### config.mk
export PLATFORM = sky130hd
export DESIGN_NAME = display_formatter
export DESIGN_NICKNAME = d
export VERILOG_FILES = /design/src/rtl/cycle_display_pkg.sv /design/src/rtl/bin2bcd_seq.sv /design/src/rtl/display_formatter.sv
export SDC_FILE = /design/constraint.sdc
export NUM_CORES = 1
export LEC_CHECK = 0
export CORE_ASPECT_RATIO = 1.5
export CORE_MARGIN = 2
export CORE_UTILIZATION = 53
export CTS_BUF_LIST = sky130_fd_sc_hd__clkbuf_8
export DETAILED_ROUTE_END_ITERATION = 12
export GPL_TIMING_DRIVEN = 1
export MAX_ROUTING_LAYER = met4
export PLACE_DENSITY = 0.73
export SYNTH_ARGS = -nofsm -noshare
export SYNTH_HDL_FRONTEND = slang
export SYNTH_SLANG_ARGS = --single-unit
export TNS_END_PERCENT = 1
### constraint.sdc
create_clock -name clk -period 3.5 [get_ports clk]
set_clock_uncertainty 0.15 [all_clocks]
set_input_delay 0.875 -clock clk [delete_from_list [all_inputs] [get_ports clk]]
set_output_delay 0.875 -clock clk [all_outputs]
set_load 0.005 [all_outputs]
### src/rtl/cycle_display_pkg.sv
// Shared types and code constants for the cycle-computer display path.
// Digit codes 0-9 are numerals; the constants below cover letters, blank and error.
package cycle_display_pkg;

    typedef logic [3:0] digit_code_t;

    typedef enum logic [1:0] {
        MODE_DIST    = 2'd0,
        MODE_TIME    = 2'd1,
        MODE_SPEED   = 2'd2,
        MODE_CADENCE = 2'd3
    } mode_t;

    typedef enum logic [1:0] {
        ST_IDLE   = 2'd0,
        ST_SHIFT  = 2'd1,
        ST_COMMIT = 2'd2
    } fmt_state_t;

    localparam digit_code_t CODE_D     = 4'd10;
    localparam digit_code_t CODE_T     = 4'd11;
    localparam digit_code_t CODE_V     = 4'd12;
    localparam digit_code_t CODE_C     = 4'd13;
    localparam digit_code_t CODE_BLANK = 4'd14;
    localparam digit_code_t CODE_ERR   = 4'd15;

    localparam int MAX_DISPLAY = 9999;

    // Letter codes d/t/v/c are laid out in mode order.
    function automatic digit_code_t mode_letter(input mode_t m);
        return CODE_D + digit_code_t'(m);
    endfunction

endpackage

### src/rtl/bin2bcd_seq.sv
// Sequential double-dabble engine: 14-bit binary to four BCD nibbles, one bit per clock.
// done is high during the last shift cycle; bcd holds its result until the next start.
module bin2bcd_seq (
    input  logic        clk,
    input  logic        reset,
    input  logic        start,
    input  logic [13:0] bin,
    output logic        busy,
    output logic        done,
    output logic [15:0] bcd
);

    logic [13:0] shreg;
    logic [3:0]  cnt;
    logic        active;
    logic [15:0] adj;

    always_comb begin
        adj = bcd;
        for (int i = 0; i < 4; i++) begin
            if (bcd[4*i +: 4] >= 4'd5) begin
                adj[4*i +: 4] = bcd[4*i +: 4] + 4'd3;
            end
        end
    end

    always_ff @(posedge clk) begin
        if (reset) begin
            shreg  <= '0;
            cnt    <= '0;
            active <= 1'b0;
            bcd    <= '0;
        end else if (start && !active) begin
            shreg  <= bin;
            cnt    <= 4'd14;
            active <= 1'b1;
            bcd    <= '0;
        end else if (active) begin
            bcd   <= {adj[14:0], shreg[13]};
            shreg <= {shreg[12:0], 1'b0};
            cnt   <= cnt - 4'd1;
            if (cnt == 4'd1) begin
                active <= 1'b0;
            end
        end
    end

    assign busy = active;
    assign done = active && (cnt == 4'd1);

endmodule

### src/rtl/display_formatter.sv
// Converts a binary reading to four display codes and scans them onto one digit-code bus.
// Optional macro LEADING_ZERO_BLANK_EN blanks leading zeros above the units digit at commit.
module display_formatter
    import cycle_display_pkg::*;
#(
    parameter int SCAN_DIV = 1024
) (
    input  logic        clk,
    input  logic        reset,
    input  logic        load,
    input  logic [13:0] value,
    input  logic [1:0]  mode,
    input  logic        mode_show,
    output logic        busy,
    output logic        done,
    output logic [3:0]  bcd_out,
    output logic [3:0]  digit_en
);

    localparam int PW = $clog2(SCAN_DIV);

    fmt_state_t  state, state_next;
    logic        start, eng_done;
    logic [15:0] bcd;
    mode_t       mode_q;
    logic        show_q, over_q;
    digit_code_t new_digits [4];
    digit_code_t disp [4];
    logic [PW-1:0] presc;
    logic [1:0]  idx, idx_next;
    logic        tc;

    bin2bcd_seq u_bin2bcd (
        .clk   (clk),
        .reset (reset),
        .start (start),
        .bin   (value),
        .busy  (busy),
        .done  (eng_done),
        .bcd   (bcd)
    );

    always_ff @(posedge clk) begin
        if (reset) begin
            state <= ST_IDLE;
        end else begin
            state <= state_next;
        end
    end

    // Loads are only accepted in IDLE, so loads during SHIFT or COMMIT are dropped.
    always_comb begin
        state_next = state;
        start      = 1'b0;
        done       = 1'b0;
        case (state)
            ST_IDLE: begin
                if (load) begin
                    start      = 1'b1;
                    state_next = ST_SHIFT;
                end
            end
            ST_SHIFT: begin
                if (eng_done) begin
                    state_next = ST_COMMIT;
                end
            end
            ST_COMMIT: begin
                done       = 1'b1;
                state_next = ST_IDLE;
            end
            default: state_next = ST_IDLE;
        endcase
    end

    always_ff @(posedge clk) begin
        if (reset) begin
            mode_q <= MODE_DIST;
            show_q <= 1'b0;
            over_q <= 1'b0;
        end else if (start) begin
            mode_q <= mode_t'(mode);
            show_q <= mode_show;
            over_q <= (value > 14'(MAX_DISPLAY));
        end
    end

`ifdef LEADING_ZERO_BLANK_EN
    logic lead3, lead2, lead1;

    // A mode letter occupies digit 3, so zeros below it still count as leading.
    always_comb begin
        lead3 = !show_q && (bcd[15:12] == 4'd0);
        lead2 = (show_q || lead3) && (bcd[11:8] == 4'd0);
        lead1 = lead2 && (bcd[7:4] == 4'd0);
    end
`endif

    always_comb begin
        for (int i = 0; i < 4; i++) begin
            new_digits[i] = bcd[4*i +: 4];
        end
`ifdef LEADING_ZERO_BLANK_EN
        if (lead3) new_digits[3] = CODE_BLANK;
        if (lead2) new_digits[2] = CODE_BLANK;
        if (lead1) new_digits[1] = CODE_BLANK;
`endif
        if (show_q) begin
            new_digits[3] = mode_letter(mode_q);
        end
        if (over_q) begin
            for (int i = 0; i < 4; i++) begin
                new_digits[i] = CODE_ERR;
            end
        end
    end

    always_ff @(posedge clk) begin
        if (reset) begin
            for (int i = 0; i < 4; i++) begin
                disp[i] <= CODE_BLANK;
            end
        end else if (done) begin
            for (int i = 0; i < 4; i++) begin
                disp[i] <= new_digits[i];
            end
        end
    end

    assign tc       = (presc == PW'(SCAN_DIV - 1));
    assign idx_next = tc ? idx + 2'd1 : idx;

    // Commit data bypasses the display registers so new codes show one cycle after COMMIT.
    always_ff @(posedge clk) begin
        if (reset) begin
            presc    <= '0;
            idx      <= 2'd0;
            digit_en <= 4'b0001;
            bcd_out  <= CODE_BLANK;
        end else begin
            presc    <= tc ? '0 : presc + PW'(1);
            idx      <= idx_next;
            digit_en <= 4'b0001 << idx_next;
            bcd_out  <= done ? new_digits[idx_next] : disp[idx_next];
        end
    end

endmodule

Yosys cells after proc, flatten, opt, wreduce, memory -nomap -nowiden
Memories as Yosys holds them, arrays and structs flattened.
Cells that the tools add are included.
Storage, ports and cells
  flip-flop bits (word level): 61
  RAM bits: 16
  bits of input ports: 20
  word-level logic and storage cells: 81
  memories kept: 1
Memories
  disp: depth 4, bits a word 4, rd ports 1, clocked after memory_dff 0, write ports 4, line display_formatter.sv:28  | digit_code_t disp [4];
Cells by class
  add/sub/neg operators: 8
  order comparisons: 6
  eq/ne operators: 6
  shift-type cells: 1
  muxes and demuxes: 33
  bitwise operators: 5
  reduce and logical (&&, ||, !) cells: 8
Operator list (count)
  4-bit two-way mux: 13
  14-bit two-way mux: 2
  4-bit by 3-bit >= comparator with 1-bit output, second input constant: 4
  16-bit two-way mux: 1
  14-bit > comparator, second input constant: 1
  4-bit by 2-bit adder with 4-bit output, second input constant: 3
  1-bit two-way mux: 11
  10-bit by 1-bit adder with 10-bit output, second input constant: 1
  10-bit equality test, second input constant: 1
  4-bit binary-select mux with 2-bit select: 1
  2-bit two-way mux: 3
  4-bit by 2-bit adder with 4-bit output, first input constant: 1
  4-bit by 1-bit equality test with 1-bit output, second input constant: 1
  2-bit != test, second input constant: 2
  1-bit bitwise OR: 4
  2-bit one-hot mux with 2 select lines: 1
  2-bit OR reduction: 2
  1-bit by 2-bit << shifter with 4-bit output, first input constant: 1
  4-bit by 1-bit subtractor with 4-bit output, second input constant: 1
  3-bit by 2-bit adder with 3-bit output, second input constant: 1
  3-bit >= comparator, second input constant: 1
  3-bit two-way mux: 1
  2-bit inverter with 3-bit output: 1
  2-bit by 1-bit adder with 2-bit output, second input constant: 1
  other kinds (7): 8

Logic depth before layout (Yosys ltp)
Gate-level depths: netlist (run 1).
  depth in word-level cells: 7
  depth in mapped cells: 7
  depth with buffers taken out: 7

By module
Synthesis (run 1) repeated with hierarchy kept, for this count alone.
Unflattened totals
  cells, all modules: 415
  area total of the unflattened synthesis: 3791.1 um^2
Modules (own cells, without submodules)
  display_formatter: times used 1, cells an instance 209, area an instance 2016.9 um^2, sequential area each 1001.0 um^2
  bin2bcd_seq: times used 1, cells an instance 206, area an instance 1774.2 um^2, sequential area each 700.7 um^2

Least setup slack after synthesis (run 1)
OpenSTA, ideal clock, no wires.
  kind: in2reg
  start point: in reset
  end point: reg bcd_out[3]
  library setup time: 0.122 ns
  arrival: 2.070 ns
  data required time: 3.228 ns
  path slack: 1.158 ns
  cell stages on the path: 4
  path buffers: 2
  cells stage by stage: clkbuf_1 > or2_2 > clkbuf_1 > o32a_1
RTL lines
  from (decl): line display_formatter.sv:9  | input logic reset,
  to (signal assigned): line display_formatter.sv:144  | bcd_out <= done ? new_digits[idx_next] : disp[idx_next];
  to (decl): line display_formatter.sv:16  | output logic [3:0] bcd_out,

Worst setup path in the final report (run 1)
  start point: reg state[1]
  end point: out done
On the way
  word-level cells in the longest chain between the ends: 2
RTL lines
  from (decl): line display_formatter.sv:22  | fmt_state_t state, state_next;
  from (signal assigned): line display_formatter.sv:47  | state <= state_next;
  2-bit equality test: line display_formatter.sv:56  | case (state)
  1-bit two-way mux: line display_formatter.sv:56
  to (decl): line display_formatter.sv:15  | output logic done,
Every way passes these cells.

==> impl_results.md, run 1 <==
* Worst-path maximum fanout at 7
* Hold buffer count at cts at 0
* Via count at 3232
* Num CTS Buffers at 9
* Number of core rows at 38
* Cell Pwr Density at around 400 nW/um2
* Gpl congestion at approximately 0.91
* First-pass GRT wire length at 14.6 mm
* Number of global-route vias before repair at 3026
* Largest net degree at the start of global routing at 64
* Net Switching at 0.428 mW
* DRC viols at 0
* Initial Util at 55.0%
* P_int at 1.35 mW
* Resized cells post-CTS at 0
* Critical path startpoint category: register
* Met2 Resource Use GR at 39.5%
* IO Pins at 30
* Maximum clock frequency at 0.357 GHz
* Sw frac at 24.0%
* Synth warn at 0
* Final worst path period share at between 80% and 90%
* Critical Path Sink Type: output port
* Number of synthesized flops with an enable pin at 16
* Final WL at 8.75 mm
* Logic gate share of total power at 9.1%
* Root Buffer: clkbuf_8
* Final number of hold-violating endpoints at 0
* Start point of the worst hold path: mode_q[0]
* DR iter-0 viols at 206
* Final Power at 1.78 mW
* Yosys top cell area share at 30.5%
* Worst path arrival time at between 1.5 and 2 ns
* Post CTS Setup Buffer Count at 0
* CTS tree: built
* Max Cap Violations at 0
* Worst-path clk slew at 0.08 ns
* Util after Layout at 62.6%
* Most common cell after layout, fill and taps aside: dfxtp_1
* Total GRT Usage at 24.0%
* Synth-to-Final Area Change at 13.9%
* Netlist cell types at 57
* Setup TNS at 0 ns
* Max Buffers Root-to-Sink at 2
* Clock Sinks at between 70 and 80
* Worst min path class: reg -> reg
* Status: finished clean
* Worst-Skew Late Latency at 0.36 ns
* Worst Hold Margin at 0.327 ns
* Post-Synthesis Mean Instance Area at 9.01 um2
* H-tree levels at 3
* CP Class: reg -> out
* Remaining antenna violation count at 0
* Hpwl dp at between 6 and 7 mm
* Die span in y at 110 um
* Relative slew slack at 48.5%
* Clk pwr share at about 37%
* Met3 usage at roughly 5.5%
* Worst Path Required at roughly 2.5 ns
* Drt pass-1 iters at 7
* Met1 usage at 27.3%
* Synth Cell Area at 4000 um2
* Initial antenna violation count at 0
* CORE AREA at around 7300 um2
* Seq cells post-synth at 77
* Final min period at 2.80 ns
* Most frequent cells in the layout: dfxtp_1 (60), nor2_1 (50), a21oi_1 (38)
* Layout Nets at between 400 and 500
* Top post-synthesis cells by area: dfxtp_1 (31%), edfxtp_1 (12%), mux2i_1 (7.8%)
* ANT cells at 0
* Synth area leader: dfxtp_1
* Worst IR drop on VDD at 304 uV
* Drt wl/cell at ~15 um
* Fill cells at between 600 and 700
* Fraction of registers with async set/reset at 0%
* Mapped Nets at 475
* Most Used Layer, Global Route: met2
* Post-DR vias/cell at 5.68
* Reg power frac at 53.5%
* DIE AREA at 8270 um2
* Worst slew pin tran at approximately 0.77 ns
* Width of the die at 74.9 um
* Seq/Total Area, Yosys at 42.6%
* Unrepaired setup endpoints after global routing: no
* Slew Limit Fails at 0
* Post-synthesis cell count at about 440
* Global route total overflow at 0
* IO buf count at 29
* Leak at around 1.6 nW
* CP Launch Point: state[1]
* Final setup violating endpoints at 0
* RR Startpoint: idx[0]
* Top_reg_cell synth: dfxtp_1
* Share of cells above drive strength 1 at 8.74%
-- sequential cells by signal (all words and copies together) (netlist names) --
signal           cells
show_q               1
u_bin2bcd.cnt        4
u_bin2bcd.busy       1
mode_q               2
u_bin2bcd.bcd       16
over_q               1
state                2
u_bin2bcd.shreg     14
idx                  2
disp                16
digit_en             4
presc               10
bcd_out              4
-- path summary, 6_finish.rpt --
check / endpoint / slack, ns / cells after the start
hold reg to reg: mode_q[0] / 0.33 / 2
hold / removal: mode_q[0] / 0.33 / 2
setup reg to reg: bcd_out[0] / 0.86 / 5
setup / recovery: done / 0.70 / 2
-- worst max-delay path, stage by stage (launching register included) --
cell	delay [ns]
dfxtp_1	0.45
nor2b_1	0.39
clkdlybuf4s50_1	0.58
-- metal layers --
metal | vias up | share of wire, %
li1 | 1619 | -
met1 | 1528 | 40
met2 | 65 | 53
met3 | 20 | 2.9
met4 | 0 | 3.6
met5 | - | 0
-- stage by stage --
step / setup WS, ns / std cells / area [um2]
4_1_cts: 0.688 / 569 / 4550
6_report: 0.697 / 569 / 4550
3_3_place_gp: 0.681 / 553 / 4350
5_1_grt: 0.608 / 569 / 4550
3_5_place_dp: 0.620 / 553 / 4350
2_1_floorplan: 1.16 / 444 / 4000
-- power by group through the flow --
| stage | Clock, mW | Combinational [mW] | Sequential [mW] |
|---|---|---|---|
| after CTS | 0.684 | 0.164 | 0.954 |
| after global placement | 0 | 0.158 | 0.973 |
| final | 0.667 | 0.162 | 0.954 |
| after detailed placement | 0 | 0.162 | 0.975 |
| after global routing | 0.730 | 0.182 | 0.958 |
| after floorplan | 0 | 0.116 | 0.967 |
-- area by class of cell --
cell class / count / area, um2 / share of cell area, %
Clock inverter: 6 / 62.6 / 1.37
Inverter: 17 / 63.8 / 1.40
Multi-Input combinational cell: 323 / 2120 / 46.5
Timing Repair Buffer: 36 / 343 / 7.53
Sequential cell: 77 / 1700 / 37.4
Tap cell: 100 / 125 / 2.75
Clock buffer: 10 / 138 / 3.02
-- cell families after synthesis --
kind of cell    Yosys count  share of synthesized area (%)
mux                      35                           8.89
compound gates           91                           14.6
flops                    77                           42.6
xor+xnor                 17                           3.72
buf+inv                  44                           4.72
simple gates            169                           22.1
fa+ha+maj                11                           3.44
-- synthesized netlist by cell type (4+ instances only) --
cell type / n
inv_1: 15
xnor2_1: 12
a21oi_1: 38
xor2_1: 5
o21ai_0: 14
nand3_1: 22
dfxtp_1: 61
ha_1: 11
o211ai_1: 6
buf_2: 7
nand2_1: 33
a211oi_1: 5
nor4_1: 4
nor2b_1: 4
nand2b_1: 18
nor3_1: 10
edfxtp_1: 16
nor2_1: 50
nand4_1: 6
clkbuf_1: 15
mux2i_1: 31
Power figures use the tool's default switching activity.
==> run 2: changes to the inputs <==
--- a/config.mk
+++ b/config.mk
@@ -12,7 +12,7 @@
 export DETAILED_ROUTE_END_ITERATION = 12
 export GPL_TIMING_DRIVEN = 1
 export MAX_ROUTING_LAYER = met4
-export PLACE_DENSITY = 0.73
+export PLACE_DENSITY = 0.76
 export SYNTH_ARGS = -nofsm -noshare
 export SYNTH_HDL_FRONTEND = slang
 export SYNTH_SLANG_ARGS = --single-unit
==> constraint.sdc (replaced) <==
create_clock -name clk -period 2.5 [get_ports clk]
set_clock_uncertainty 0.15 [all_clocks]
set_input_delay 0.625 -clock clk [delete_from_list [all_inputs] [get_ports clk]]
set_output_delay 0.625 -clock clk [all_outputs]
set_load 0.005 [all_outputs]
==> impl_results.md, run 2 (synthesized netlist as in run 1, its figures left out) <==
* Relative slew slack at 56.8% (+8.3 points)
* Via count at 3389 (+4.9%)
* DR iter-0 viols at 171 (-17%)
* Drt wl/cell at 15.5 um (+0.79%)
* H-tree levels at 3 (unchanged)
* Worst min path class: reg -> reg
* Leak at 1.71 nW (+6.2%)
* DRC viols at 0 (unchanged)
* Most common cell after layout, fill and taps aside: dfxtp_1
* Worst Hold Margin at 0.320 ns (-0.00707 ns)
* Critical Path Sink Type: output port
* Setup TNS at 0 ns (unchanged)
* Most frequent cells in the layout: dfxtp_1 (60), nor2_1 (50), a21oi_1 (38)
* Gpl congestion at 0.941 (+3.7%)
* DP Area at 4460 um2 (+2.4%)
* Final worst path period share at 96.5%
* Fin area at 4720 um2 (+3.6%)
* Hpwl dp at 6.66 mm (+4.6%)
* CP Cell Sequence: nor2b_1 > clkdlybuf4s50_1
* Final number of hold-violating endpoints at 0 (unchanged)
* Share of cells above drive strength 1 at 11.6% (+2.8 points)
* Final WL at 9.05 mm (+3.5%)
* Worst IR drop on VDD at 475 uV (+56%)
* Num CTS Buffers at 9 (unchanged)
* Synth-to-Final Area Change at 18.0%
* Unrepaired setup endpoints after global routing: no
* CORE AREA at 7270 um2 (unchanged)
* Initial antenna violation count at 0 (unchanged)
* Width of the die at 74.9 um (unchanged)
* Largest net degree at the start of global routing at 64 (unchanged)
* Maximum clock frequency at about 0.41 GHz
* Global route total overflow at 0 (unchanged)
* Total GRT Usage at 24.5% (+0.42 points)
* Critical path startpoint category: register
* Largest registers: disp x16, u_bin2bcd.bcd x16, u_bin2bcd.shreg x14
* Drt pass-1 iters at 5 (-2)
* IO buf count at 29 (unchanged)
* Worst slew pin tran at 0.642 ns (-0.129 ns)
* Initial Util at 55.0% (unchanged)
* Post-DR vias/cell at 5.80 (+2.2%)
* ANT cells at 0 (unchanged)
* CP Class: reg -> out
* Max incr delay on CP at 0.55 ns (-0.03 ns)
* Slew Limit Fails at 0 (unchanged)
* CTS tree: built
* Hold Path Stages at 2 (unchanged)
* Final setup violating endpoints at 0 (unchanged)
* Die span in y at 110 um (unchanged)
* Layout Nets at 510 (+3.0%)
* Worst path arrival time at 1.64 ns (-0.14 ns)
* Worst-Skew Late Latency at 0.37 ns (about the same)
* First-pass GRT wire length at 14.8 mm (+1.5%)
* Max Cap Violations at 0 (unchanged)
* IO Pins at 30 (unchanged)
* Hold EP: mode_q[0]
* Worst Path Required at 1.73 ns (-0.74 ns)
* RR Startpoint: presc[0]
* Reg2reg setup slack at 0.20 ns (-0.66 ns)
* Status: finished clean
* R2R Path End: bcd_out[0]
* Final min period at 2.41 ns
* Cell Pwr Density at 573 nW/um2 (+46%)
* Slowest cell on the critical path: clkdlybuf4s50_1
* Root Buffer: clkbuf_8
* Start point of the worst hold path: mode_q[0]
* Max Buffers Root-to-Sink at 2 (unchanged)
* Number of core rows at 38 (unchanged)
* Remaining antenna violation count at 0 (unchanged)
* Resized cells post-CTS at 0 (unchanged)
* Clock Sinks at 77 (unchanged)
* Reg2Reg Depth at 7 (+2)
* Number of global-route vias before repair at 3180 (+5.1%)
* DIE AREA at 8270 um2 (unchanged)
* Worst-path clk slew at 0.08 ns (about the same)
* Worst-path maximum fanout at 7 (unchanged)
==> run 2: cell count changes in the layout (fill, tap and decap cells not counted) <==
cell / change
buf_4: +14
bufinv_16: +2
buf_12: +1
clkbuf_8: -1
clkinv_4: -1
==> run 2: worst max-delay path: cells and delay by family, from the launching register on <==
kind / cells / cell delay [ns]
buffers and inverters: 1 / 0.55
DFF: 1 / 0.44
and+or+nand+nor: 1 / 0.28
==> run 2: what timing repair did <==
item / in CTS / in global routing
hold buffers: 0 / 0
setup buffers: 0 / 3
endpoints found under the setup margin: 0 / 1
==> run 2: cell type report <==
cell class	count	area (um2)
clock buffer	9	124
clock inverter	7	114
fill	594	2560
inverter	17	63.8
multi-input combinational	323	2120
sequential	77	1700
tap	100	125
timing repair buffer	51	468
==> run 2: power by group <==
part | total [mW] | internal (mW) | switching [mW]
Clock | 1.14 | 0.659 | 0.477
Sequential | 1.33 | 1.30 | 0.0313
Combinational | 0.234 | 0.111 | 0.122
==> run 2: how the worst max path moves through the flow <==
stage / startpoint / endpoint / slack (ns) / cells after the start
final: state[1] / done / 0.09 / 2
after detailed placement: reset / bcd_out[1] / 0.12 / 5
after global routing: state[1] / done / 0.02 / 2
after global placement: reset / bcd_out[1] / 0.15 / 5
after floorplan: reset / bcd_out[3] / 0.41 / 4
after CTS: state[1] / done / 0.06 / 2
==> run 2: layer usage <==
layer / routed length, um / up-vias / global-route usage [%] / part of all wire (%)
li1: - / 1650 / - / -
met1: 3460 / 1617 / 26.2 / 38
met2: 4840 / 86 / 41.6 / 53
met3: 320 / 36 / 4.18 / 3.5
met4: 433 / 0 / 14.2 / 4.8
met5: 0 / - / - / 0
==> run 2: metrics by stage <==
| step | setup WS (ns) | instances | utilization (%) | total power, mW |
|---|---|---|---|---|
| finish | 0.0879 | 584 | 64.8 | 2.70 |
| global route | 0.0241 | 584 | 64.8 | 2.80 |
| CTS | 0.0606 | 581 | 64.5 | 2.72 |
| detailed placement | 0.119 | 565 | 61.3 | 1.60 |
| global placement | 0.146 | 565 | 61.3 | 1.59 |
| floorplan | 0.408 | 444 | - | 1.52 |
==> RTL edit (flow settings as in run 2) <==
The 3 states of `fmt_state_t` get a one-hot encoding in 3 bits.
--- a/src/rtl/cycle_display_pkg.sv
+++ b/src/rtl/cycle_display_pkg.sv
@@ -11,10 +11,10 @@
         MODE_CADENCE = 2'd3
     } mode_t;
 
-    typedef enum logic [1:0] {
-        ST_IDLE   = 2'd0,
-        ST_SHIFT  = 2'd1,
-        ST_COMMIT = 2'd2
+    typedef enum logic [2:0] {
+        ST_IDLE   = 3'b001,
+        ST_SHIFT  = 3'b010,
+        ST_COMMIT = 3'b100
     } fmt_state_t;
 
     localparam digit_code_t CODE_D     = 4'd10;
Check against the original RTL: same outputs for any inputs over 10 cycles, from zero or initial values and one cycle with reset high; not proved beyond that.
==> RTL edit against run 2 <==
Sequential share of layout area increased by 3.0 points; routed wire length is 15% lower; setup slack improved by 0.091 ns; total power shrank 9.2%; area after synthesis shrank 5.5%; sequential cell count increased by 1; clock power decreased by 25%; final area fell by 6.7%; critical path type unchanged; highest routed layer unchanged.
==> RTL edit: results (changes against run 2) <==
asr flop ratio synth 0 (unchanged); met2 Use GR 0.377 (was 0.416); Synth Area in XOR/XNOR 0.0391 (was 0.0372); multiplexer share of the synthesized area 0.0626 (was 0.0889); dpl hpwl 5.62 mm (was 6.66 mm); via count 3022 (was 3389); first-pass GRT wire length 13.1 mm (was 14.8 mm); post-CTS setup buffer count 0 (unchanged); Placed Area 0.00422 sq mm (was 0.00446 sq mm); total power 2.46 mW (was 2.70 mW); Skew-Pair Late Insertion Delay 0.36 ns; worst r2r dst bcd_out[0]$_SDFF_PP0_ (unchanged); met3 Use GR 0.0468 (was 0.0418); share of layout cells above drive strength 1 0.127 (was 0.116); Slew @ Worst Pin 0.597 ns (was 0.642 ns); Final WS setup 0.179 ns (was 0.0879 ns); Routed WL 7.70 mm (was 9.05 mm); status complete, no violations (unchanged); CP arrival 1.55 ns (was 1.64 ns); CTS buffer count 9 (unchanged); post-synthesis adder-cell area fraction 0.0364 (was 0.0344); largest registers disp (16), u_bin2bcd.bcd (16), u_bin2bcd.shreg (14) (unchanged); Nets 483 (was 510); gr usage total 0.224 (was 0.245); Initial DRT Pass Iterations 5 (unchanged); worst hold stages 2 (unchanged); IO Port Bufs 29 (unchanged); VDD IR max 0.384 mV (was 0.475 mV); met2 wire length 4.00 mm (was 4.84 mm); complex-gate fraction of the synthesized area 0.148 (was 0.146); CTS max path bufs 2 (unchanged); sequential share of the synthesized area 0.456 (was 0.426); met1 global-route usage 0.252 (was 0.262); Sw Pwr 0.591 mW (was 0.630 mW); met1 WL 3.30 mm (was 3.46 mm); Static Leak 1.56 nW (was 1.71 nW); Reg2Reg Setup Slack 0.23 ns (was 0.20 ns); share of total power in sequential cells 0.551 (was 0.494); met3 WL 212 microns (was 320 microns); clock-pin slew on the worst setup and hold paths roughly 0.070 ns; GP Congestion 0.861 (was 0.941); DR iter-0 viols 154 (was 171); CP max FO 6 (was 7); vias in the first global route 2836 (was 3180); pre-CTS setup slack 0.143 ns (was 0.119 ns); synth top area cells dfxtp_1, edfxtp_1, a21oi_1, nand2_1, ha_1 (was dfxtp_1, edfxtp_1, mux2i_1, a21oi_1, nor2_1); Comb pwr share 0.101 (was 0.086); Syn Nets 445 (was 475); Post-synth top cells dfxtp_1, a21oi_1, nand2_1 (was dfxtp_1, nor2_1, a21oi_1)
[RTL edit: cell count changes in the layout (fill, tap and decap cells not counted), moves of 6 or more]
cell,change
a21oi_1,+13
mux2i_1,-20
nand2_1,+17
nand2b_1,-7
nand3_1,-11
nor2_1,-16
nor3_1,+7
o22ai_1,+6
[RTL edit: how the worst max path moves through the flow]
stage / startpoint / end / cells past startpoint
global placement: load / u_bin2bcd.shreg[6]$_SDFFE_PP0P_ / 7
global route: state[2]$_SDFFE_PP0P_ / done / 2
detailed placement: reset / bcd_out[2]$_SDFF_PP1_ / 7
finish: state[2]$_SDFFE_PP0P_ / done / 2
CTS: state[2]$_SDFFE_PP0P_ / done / 2
floorplan: presc[0]$_SDFF_PP0_ / bcd_out[1]$_SDFF_PP1_ / 7
[RTL edit: critical path: stages (launching register included)]
cell and delay [ns]:
dfxtp_1 0.44, nor3b_2 0.22, clkdlybuf4s50_1 0.52
[RTL edit: kinds of logic (layout without fill, tap and decap cells)]
kind of cell             Yosys count  in the layout
AND/OR/NAND/NOR                  156            156
AO/OA/AOI/OAI                     95             95
flip-flops                        78             78
buffers and inverters             40             82
multiplexers                      18             18
XOR/XNOR                          16             16
adder cells (fa/ha/maj)           11             11
[RTL edit: final cells by class]
cell class	instances	area [sq um]
multi-input combinational	296	1900
clock inverter	3	12.5
inverter	18	67.6
sequential	78	1720
clock buffer	12	165
timing repair buffer	49	440
tap	78	97.6
fill	585	2500
[RTL edit: per-stage QoR]
step | utilization | hold WS, ns | cells
finish | 0.638 | 0.309 | 534
global route | 0.638 | 0.339 | 534
CTS | 0.638 | 0.314 | 534
detailed placement | 0.612 | 0.306 | 519
global placement | 0.612 | 0.291 | 519
floorplan | - | 0.282 | 414
